==> src/rtl/demux2_stream.sv <==
// 1-to-2 stream demultiplexer: each accepted word is steered by in_sel into one
// of two independent FIFOs, so a stalled consumer never blocks the other output.
module demux2_stream #(
    parameter int WIDTH = 32,
    parameter int DEPTH = 2,
    localparam int LW = $clog2(DEPTH) + 1
) (
    input  logic             clk,
    input  logic             rst_n,
    input  logic [WIDTH-1:0] in_data,
    input  logic             in_sel,
    input  logic             in_valid,
    output logic             in_ready,
    output logic [WIDTH-1:0] out0_data,
    output logic             out0_valid,
    input  logic             out0_ready,
    output logic [WIDTH-1:0] out1_data,
    output logic             out1_valid,
    input  logic             out1_ready,
    output logic [LW-1:0]    level0,
    output logic [LW-1:0]    level1
);

    localparam int PW = $clog2(DEPTH);
    localparam logic [LW-1:0] FULL_LEVEL = LW'(DEPTH);

    logic [WIDTH-1:0] mem [2][DEPTH];
    logic [PW-1:0]    wr_ptr [2];
    logic [PW-1:0]    rd_ptr [2];
    logic [LW-1:0]    level  [2];
    logic [1:0]       push;
    logic [1:0]       pop;
    logic [1:0]       out_ready_vec;

    // Handshake: a transfer happens on a rising edge where valid & ready are both 1.
    // in_ready looks only at the selected FIFO's level, never at a consumer's ready.
    assign in_ready      = rst_n & (level[in_sel] != FULL_LEVEL);
    assign out_ready_vec = {out1_ready, out0_ready};

    always_comb begin
        push = '0;
        pop  = '0;
        push[0] = in_valid & in_ready & ~in_sel;
        push[1] = in_valid & in_ready & in_sel;
        for (int k = 0; k < 2; k++) begin
            pop[k] = (level[k] != '0) & out_ready_vec[k];
        end
    end

    always_ff @(posedge clk or negedge rst_n) begin
        if (!rst_n) begin
            for (int k = 0; k < 2; k++) begin
                wr_ptr[k] <= '0;
                rd_ptr[k] <= '0;
                level[k]  <= '0;
            end
        end else begin
            for (int k = 0; k < 2; k++) begin
                if (push[k]) wr_ptr[k] <= wr_ptr[k] + PW'(1);
                if (pop[k])  rd_ptr[k] <= rd_ptr[k] + PW'(1);
                // Full/empty come from the level; pointers alone are ambiguous.
                case ({push[k], pop[k]})
                    2'b10:   level[k] <= level[k] + LW'(1);
                    2'b01:   level[k] <= level[k] - LW'(1);
                    default: level[k] <= level[k];
                endcase
            end
        end
    end

    // Storage is deliberately not reset; data is only observed while valid.
    always_ff @(posedge clk) begin
        for (int k = 0; k < 2; k++) begin
            if (push[k]) mem[k][wr_ptr[k]] <= in_data;
        end
    end

    assign out0_data  = mem[0][rd_ptr[0]];
    assign out1_data  = mem[1][rd_ptr[1]];
    assign out0_valid = (level[0] != '0);
    assign out1_valid = (level[1] != '0);
    assign level0     = level[0];
    assign level1     = level[1];

endmodule

==> config.mk <==
export PLATFORM = sky130hd
export DESIGN_NAME = demux2_stream
export DESIGN_NICKNAME = d
export VERILOG_FILES = /design/src/rtl/demux2_stream.sv
export SDC_FILE = /design/constraint.sdc
export NUM_CORES = 1
export LEC_CHECK = 0
export BUFFER_PORTS_ARGS = -buffer_cell sky130_fd_sc_hd__buf_2
export CAP_MARGIN = 20
export CELL_PAD_IN_SITES_DETAIL_PLACEMENT = 0
export CELL_PAD_IN_SITES_GLOBAL_PLACEMENT = 1
export CORE_AREA = 2 2 109 111
export CTS_CLUSTER_SIZE = 28
export DETAILED_ROUTE_END_ITERATION = 7
export DIE_AREA = 0 0 111 113
export GPL_TIMING_DRIVEN = 0
export PLACE_DENSITY_LB_ADDON = 0.1
export SKIP_LAST_GASP = 1
export SYNTH_ARGS = -nofsm -noshare
export SYNTH_HDL_FRONTEND = slang
export SYNTH_SLANG_ARGS = --single-unit
export TNS_END_PERCENT = 20
==> constraint.sdc <==
create_clock -name clk -period 2.7 [get_ports clk]
set_clock_uncertainty 0.05 [all_clocks]
set_input_delay 0.27 -clock clk [delete_from_list [all_inputs] [get_ports clk]]
set_output_delay 0.27 -clock clk [all_outputs]
set_load 0.02 [all_outputs]
==> out/qor.txt, run 1 <==
status - completed
syn nets - 279
final std cells w/o fill - 527
count of cell types in the netlist - 15
starting density of the core - 45.0%
Clock Sinks - 136
root buffer cell - clkbuf_16
fin area - 6630 um2
Post-Synth XOR/XNOR Area - 1.73%
H-tree Lvls - 4
die height - 113 um
final worst slack - 0.615 ns
final net count - 411
mux cell area share after synthesis - 14.2%
power density over the cells - 1100 nW/um2
Max Cap Viol - 0
Final ANT Viol Nets - 0
adder-cell area share of the yosys netlist - 0.493%
logic gate share of total power - 26.6%
Final Cycle Share - 77.2%
CP Launch Type - input pin
leak pwr - 0.00245 uW
# DRC - 0
hold depth - 1
Row Count - 39
die width - 111 um
critical path capture point type - flop
R2R Setup Slk - 0.77 ns
register area - 4040 um2
share of layout cells above drive strength 1 - 57.8%
cells after synthesis - 239
Place WS - 0.670 ns
Resized cells post-CTS - 0
number of buffers created by CTS - 17
die area - 12,500 um2
diode count - 0
routed len/inst - 17.1 um
GPL Wtd Cong - 0.660
worst slew pin tran - 0.615 ns
R2R depth - 3
Clock power frac - 37.6%
Top Ports - 109
port buffer count - 108
hold buffers post-CTS - 1
Mapped Area - 5070 um2
vias per std cell - 4.80
Seq/Total Area, Yosys - 79.7%
largest net degree at the start of global routing - 27
crit path kind - input pin to flop
Longest Clk Path Bufs - 2
1st-pass router iterations - 4
Ys Warns - 0
GRT Util Overall - 15.4%
FILL cells - 875
initial antenna violation count - 0
Hold Path Class - input pin to flop
Detailed Place HPWL - 5710 um
vias in the first global route - 2,635
Placement Cell Area - 5920 um2
RSZ-0062 raised after global routing - no
simple-gate share of the synthesized area - 1.16%
sequential group share of total power - 35.8%
FF-to-FF End - mem[0][33]
max-slew violations - 0
worst-path fanout max - 17
Setup Fix Bufs, Post-CTS - 0
hold path start - in_data[16]
Tmin final - 2.08 ns
peak supply drop - 0.688 mV
CP cell instances - dlygate4sd3_1, buf_2, o2111ai_2, nor2_4, buf_16
switching pwr - 2020 uW
Reg clk slew, reported paths - 0.06 ns
final setup fails - 0
Max-slew headroom - 58.9%
CTS tree - done
final WL - 9010 um
Avg Cell Area, Syn - 21.2 um2
vias post-DR - 2,527
Placed Cells - 494
Min-Delay Endpoint - mem[0][112]
critical path required time - 2.77 ns
largest family of logic cells by synthesized area - multiplexers
first-pass GRT wire length - 14,000 um
Fin. Hold Viols - 0
slowest CP cell - nor2_4
Int Power - 5270 uW
Initial DRC Count - 125
CP max stage delay - 0.56 ns
footprint of the multi-input gates - 963 um2
FMAX - 480 MHz
Worst EP arrival - 2.15 ns
P&R area growth vs syn - 30.7%
Net Sw Frac - 27.7%
total grt overflow - 0
reg-to-reg critical path startpoint - level0[0]
synthesis-stage register bit count - 136
Clock Latency Late Sink - 0.41 ns
complex-gate fraction of the synthesized area - 0.814%
core box area - 11,300 um2
==> per-stage QoR <==
step	total power, uW	util [%]	TNS [ns]	hold slack [ns]
after floorplan	4010	-	0	-0.0756
after global placement	4580	51.4	-127.34	0.103
after detailed placement	4620	52.5	0	0.108
after CTS	7380	58.8	0	0.00492
after global routing	7610	58.8	0	0.00172
final	7280	58.8	0	0.0208
==> worst max path at each step <==
stage | startpoint | end | slack [ns] | cells past startpoint
2_1_floorplan | level0[0] | mem[0][0] | 0.09 | 2
3_3_place_gp | rst_n | mem[0][89] | -1.03 | 3
3_5_place_dp | rst_n | mem[0][57] | 0.67 | 4
4_1_cts | rst_n | mem[0][33] | 0.56 | 5
5_1_grt | rst_n | mem[0][33] | 0.43 | 5
6_report | rst_n | mem[0][33] | 0.62 | 5
==> critical path, delay by kind of cell <==
kind / cells / cell delay, ns
buffers and inverters: 3 / 1.00
and+or+nand+nor: 1 / 0.56
AOI/OAI and AO/OA: 1 / 0.30
==> state kept, by name, summed over array words and instances (netlist names) <==
| name | flops |
|---|---|
| level0 | 2 |
| level1 | 2 |
| rd_ptr | 2 |
| mem | 128 |
| wr_ptr | 2 |
==> cell type report <==
cell class / count / area share (%)
clock buffers: 17 / 6.42
repair buffers: 113 / 9.74
multi-input cells: 90 / 14.5
plain buffers: 8 / 1.17
flip-flops and latches: 136 / 61.0
inverters: 5 / 0.283
clock inverters: 15 / 4.19
well taps: 143 / 2.70
==> cell families (layout without fill, tap and decap cells) <==
kind of cell	Yosys count	after routing
AND/OR/NAND/NOR	11	11
adder cells (fa/ha/maj)	2	2
multiplexers	64	64
XOR/XNOR	10	10
buffers and inverters	13	158
flip-flops	136	136
AO/OA/AOI/OAI	3	3
==> synth_stat cells <==
cell / count / area (um2)
inv_1: 5 / 18.8
o2111ai_2: 2 / 30.0
or2_1: 2 / 12.5
nor2_1: 6 / 22.5
xor2_1: 2 / 17.5
xnor2_1: 8 / 70.1
buf_2: 2 / 10.0
or3_1: 1 / 6.26
mux2_2: 64 / 721
o311a_2: 1 / 11.3
and2_4: 2 / 17.5
buf_6: 6 / 67.6
dfrtp_1: 8 / 200
edfxtp_1: 128 / 3840
ha_1: 2 / 25.0
==> metal layers <==
metal | track usage (%) | up-vias | share of wire (%)
li1 | - | 1193 | -
met1 | 18.9 | 1240 | 42
met2 | 24.5 | 83 | 50
met3 | 6.75 | 11 | 6.4
met4 | 5.75 | 0 | 1.5
met5 | 0 | - | 0
==> power groups by stage <==
| stage | sequential, uW | clock [uW] | combinational (uW) |
|---|---|---|---|
| final | 2600 | 2740 | 1940 |
| after detailed placement | 2640 | 0 | 1980 |
| after floorplan | 2670 | 0 | 1340 |
| after CTS | 2610 | 2780 | 1990 |
| after global routing | 2620 | 2890 | 2100 |
| after global placement | 2640 | 0 | 1940 |
==> cells in the final DEF (no fill, tap or decap), types with 4 or more instances in the layout <==
cell / netlist / routed
buf_2: 2 / 110
dfrtp_1: 8 / 8
xnor2_1: 8 / 8
clkbuf_16: 0 / 17
nor2_4: 0 / 4
mux2_2: 64 / 64
buf_6: 6 / 6
inv_1: 5 / 5
edfxtp_1: 128 / 128
bufinv_16: 0 / 8
Note: power is estimated with default switching activity, not from simulation.
==> run 2, diff against run 1 <==
==> constraint.sdc (replaced) <==
create_clock -name clk -period 2.2 [get_ports clk]
set_clock_uncertainty 0.05 [all_clocks]
set_input_delay 0.22 -clock clk [delete_from_list [all_inputs] [get_ports clk]]
set_output_delay 0.22 -clock clk [all_outputs]
set_load 0.02 [all_outputs]
==> out/qor.txt, run 2 (synthesis results as in run 1) <==
routed len/inst - 16.3 um
largest net degree at the start of global routing - 27
leak pwr - 0.00261 uW
Hold Path Class - input pin to flop
critical path required time - 2.27 ns
max reg flops - 128
worst-path fanout max - 17
Max-slew headroom - 59.7%
Top Ports - 109
commonest non-fill, non-tap cells in the layout - edfxtp_1 (128), buf_2 (110), mux2_2 (64), dlygate4sd3_1 (33), clkbuf_16 (17)
Clock Sinks - 136
worst slew pin tran - 0.603 ns
Placement Cell Area - 5920 um2
footprint of the multi-input gates - 963 um2
most common cell after layout, fill and taps aside - edfxtp_1
Detailed Place HPWL - 5710 um
core box area - 11,300 um2
starting density of the core - 45.0%
vias post-DR - 2,636
CP Launch Type - input pin
critical path capture point type - flop
die width - 111 um
FILL cells - 853
Tmin final - 2.03 ns
crit path kind - input pin to flop
final net count - 446
WHS - 0.0570 ns
Max Cap Viol - 0
number of buffers created by CTS - 17
peak supply drop - 0.846 mV
Fin. Hold Viols - 0
power density over the cells - 1290 nW/um2
port buffer count - 108
H-tree Lvls - 4
Final ANT Viol Nets - 0
final WL - 9170 um
die area - 12,500 um2
CTS tree - done
Final Cycle Share - 92.1%
max-slew violations - 0
register area - 4040 um2
# DRC - 0
diode count - 0
Reg clk slew, reported paths - 0.06 ns
total grt overflow - 0
root buffer cell - clkbuf_16
FMAX - 494 MHz
fin area - 6990 um2
share of layout cells above drive strength 1 - 53.7%
final setup fails - 0
Resized cells post-CTS - 0
status - completed
GPL Wtd Cong - 0.660
1st-pass router iterations - 4
initial antenna violation count - 0
RSZ-0062 raised after global routing - no
P&R area growth vs syn - 37.7%
GRT Util Overall - 15.6%
Row Count - 39
vias in the first global route - 2,761
Longest Clk Path Bufs - 2
Clock Latency Late Sink - 0.41 ns
Initial DRC Count - 87
vias per std cell - 4.69
first-pass GRT wire length - 14,400 um
Worst EP arrival - 2.09 ns
die height - 113 um
==> run 2: cell types whose count changed in the layout (fill, tap and decap cells not counted) <==
| cell | delta |
|---|---|
| dlygate4sd3_1 | +32 |
| buf_12 | +1 |
| buf_4 | +2 |
==> run 2: layout make-up <==
| cell class | count | area share, % |
|---|---|---|
| sequential | 136 | 57.9 |
| timing repair buffer | 148 | 14.3 |
| multi-input combinational | 90 | 13.8 |
| clock buffer | 17 | 6.09 |
| clock inverter | 15 | 3.98 |
| tap | 143 | 2.56 |
| buffer | 8 | 1.11 |
| inverter | 5 | 0.269 |
==> run 2: worst max-delay path, cell delays in order <==
cell and delay [ns]:
dlygate4sd3_1 0.51, buf_2 0.26, o2111ai_2 0.30, nor2_4 0.55
buf_16 0.23
==> run 2: metal layers <==
metal  routed length, um  up-vias  GRT usage [%]
met5                   0        -              0
li1                    -     1267              -
met2                4520       87           25.4
met1                3960     1272           19.1
met4                 110        0           5.75
met3                 574       10           6.32
==> run 2: report_power, final <==
group | switching (uW) | internal, uW | total (uW) | leakage, uW
clock network | 1020 | 2340 | 3360 | 0.000340
logic | 1350 | 1090 | 2440 | 0.00101
registers | 111 | 3090 | 3200 | 0.00125
==> run 2: repair_timing <==
item / 4_1_cts / 5_1_grt
setup endpoints to repair: 0 / 16
setup buffers: 0 / 3
hold endpoints to repair: 136 / 0
hold buffers: 33 / 0
==> run 2: through the flow <==
| step | utilization, % | instances | TNS, ns | power, uW | setup slack, ns |
|---|---|---|---|---|---|
| after floorplan | - | 239 | -52.62 | 4920 | -0.414 |
| after global placement | 51.4 | 490 | -184.94 | 5620 | -1.48 |
| after detailed placement | 52.5 | 494 | 0 | 5670 | 0.220 |
| after CTS | 61.7 | 559 | 0 | 9100 | 0.105 |
| after global routing | 62.0 | 562 | 0 | 9400 | 0.0271 |
| final | 62.0 | 562 | 0 | 8990 | 0.175 |
==> run 2: worst paths after layout <==
kind | from | endpoint | slack [ns] | cells after the start
max | rst_n | mem[0][1] | 0.17 | 5
min | out0_ready | rd_ptr[1] | 0.06 | 3
max reg2reg | level0[0] | mem[0][1] | 0.28 | 3
min reg2reg | wr_ptr[1] | wr_ptr[1] | 0.50 | 1
max in group asynchronous | rst_n | rd_ptr[0] | 1.74 | 2
min in group asynchronous | rst_n | level0[0] | 0.15 | 2
==> run 3, diff against run 2 <==
--- a/config.mk
+++ b/config.mk
@@ -13,8 +13,7 @@
 export CTS_CLUSTER_SIZE = 28
 export DETAILED_ROUTE_END_ITERATION = 7
 export DIE_AREA = 0 0 111 113
-export GPL_TIMING_DRIVEN = 0
-export PLACE_DENSITY_LB_ADDON = 0.1
+export PLACE_DENSITY = 0.85
 export SKIP_LAST_GASP = 1
 export SYNTH_ARGS = -nofsm -noshare
 export SYNTH_HDL_FRONTEND = slang
==> out/qor.txt, run 3 (synthesis results as in run 1) <==
vias in the first global route - 2,788
Placement Cell Area - 5830 um2
Longest Clk Path Bufs - 2
number of buffers created by CTS - 17
most common cell after layout, fill and taps aside - edfxtp_1
Resized cells post-CTS - 0
hold depth - 3
Min-Delay Endpoint - rd_ptr[1]
FF-to-FF End - level1[1]
Clock power frac - 36.1%
Final Cycle Share - 92.8%
initial antenna violation count - 0
die width - 111 um
final std cells w/o fill - 556
Worst EP arrival - 1.77 ns
Net Sw Frac - 28.3%
largest net degree at the start of global routing - 34
H-tree Lvls - 4
switching pwr - 2440 uW
Top Ports - 109
Int Power - 6190 uW
power density over the cells - 1270 nW/um2
Max Cap Viol - 0
sequential group share of total power - 37.4%
port buffer count - 108
status - completed
R2R depth - 4
final WL - 9310 um
core box area - 11,300 um2
RSZ-0062 raised after global routing - no
crit path kind - flop to output port
final setup fails - 0
root buffer cell - clkbuf_16
WHS - 0.0778 ns
reg-to-reg critical path startpoint - level1[0]
Clock Latency Late Sink - 0.40 ns
GPL Wtd Cong - 0.713
Placed Cells - 492
critical path required time - 1.93 ns
max reg flops - 128
Tmin final - 2.04 ns
first-pass GRT wire length - 14,700 um
die area - 12,500 um2
Clock Sinks - 136
die height - 113 um
fin area - 6820 um2
total grt overflow - 0
hold buffers post-CTS - 33
Setup Fix Bufs, Post-CTS - 0
vias post-DR - 2,705
# DRC - 0
Detailed Place HPWL - 5830 um
max-slew violations - 0
final net count - 441
CTS tree - done
FILL cells - 821
Row Count - 39
R2R Setup Slk - 0.53 ns
P&R area growth vs syn - 34.4%
worst-path fanout max - 26
share of layout cells above drive strength 1 - 52.8%
Initial DRC Count - 117
worst slew pin tran - 0.464 ns
hold path start - out0_ready
peak supply drop - 0.756 mV
1st-pass router iterations - 4
Reg clk slew, reported paths - 0.06 ns
critical path capture point type - output port
vias per std cell - 4.87
FMAX - 490 MHz
GRT Util Overall - 15.7%
leak pwr - 0.00253 uW
Hold Path Class - input pin to flop
logic gate share of total power - 26.6%
commonest non-fill, non-tap cells in the layout - edfxtp_1 (128), buf_2 (108), mux2_2 (64), dlygate4sd3_1 (33), clkbuf_16 (17)
Final ANT Viol Nets - 0
total power - 8630 uW
Max-slew headroom - 69.0%
diode count - 0
routed len/inst - 16.7 um
CP Launch Type - flop
Fin. Hold Viols - 0
starting density of the core - 45.0%
## run 3: cell types whose count changed in the layout (fill, tap and decap cells not counted)
cell       before  now
buf_4           2    9
buf_2         110  108
clkbuf_1        0    1
buf_16          2    0
clkinv_4        0    1
clkinv_2        2    0
buf_12          3    1
bufinv_16       8    6
buf_6           6    0
inv_6           1    2
## run 3: worst max-delay path by stage
stage | start | slack [ns] | end
floorplan | level0[0] | -0.41 | mem[0][0]
detailed placement | rst_n | 0.52 | mem[0][96]
CTS | rd_ptr[0] | 0.12 | out1_data[28]
global route | rd_ptr[0] | 0.05 | out1_data[28]
global placement | rst_n | 0.57 | mem[0][96]
finish | rd_ptr[0] | 0.16 | out1_data[10]
## run 3: stage by stage
stage                     setup slack [ns]  TNS (ns)  utilization, %
final                                0.157         0            60.5
after global placement               0.565         0            51.7
after detailed placement             0.522         0            51.7
after floorplan                     -0.414    -52.62               -
after global routing                0.0460         0            60.5
after CTS                            0.118         0            60.5
## run 3: layer usage
layer | routed length, um | track usage (%) | part of all wire [%] | up-vias
li1 | - | - | - | 1258
met1 | 3910 | 19.1 | 42 | 1347
met2 | 4810 | 25.9 | 52 | 92
met3 | 516 | 6.53 | 5.5 | 8
met4 | 78 | 4.83 | 0.84 | 0
met5 | 0 | 0 | 0 | -
## run 3: area by class of cell
type                       count  area, um2  area share [%]
inverter                       5       18.8           0.275
tap                          143        179            2.62
multi-input combinational     90        963            14.1
timing repair buffer         151        958            14.1
clock buffer                  18        429            6.29
clock inverter                13        225            3.30
sequential                   136       4040            59.3
## run 3: worst max-delay path, stage by stage, from the launching register on
cell     delay [ns]
dfrtp_1        0.57
buf_12         0.25
mux2_2         0.36
buf_2          0.16
## run 3: power by group through the flow
stage          clock network [uW]  registers (uW)  logic, uW
5_1_grt                      3290            3250       2460
6_report                     3110            3230       2290
2_1_floorplan                   0            3270       1640
4_1_cts                      3180            3230       2330
3_5_place_dp                    0            3280       2270
3_3_place_gp                    0            3270       2250
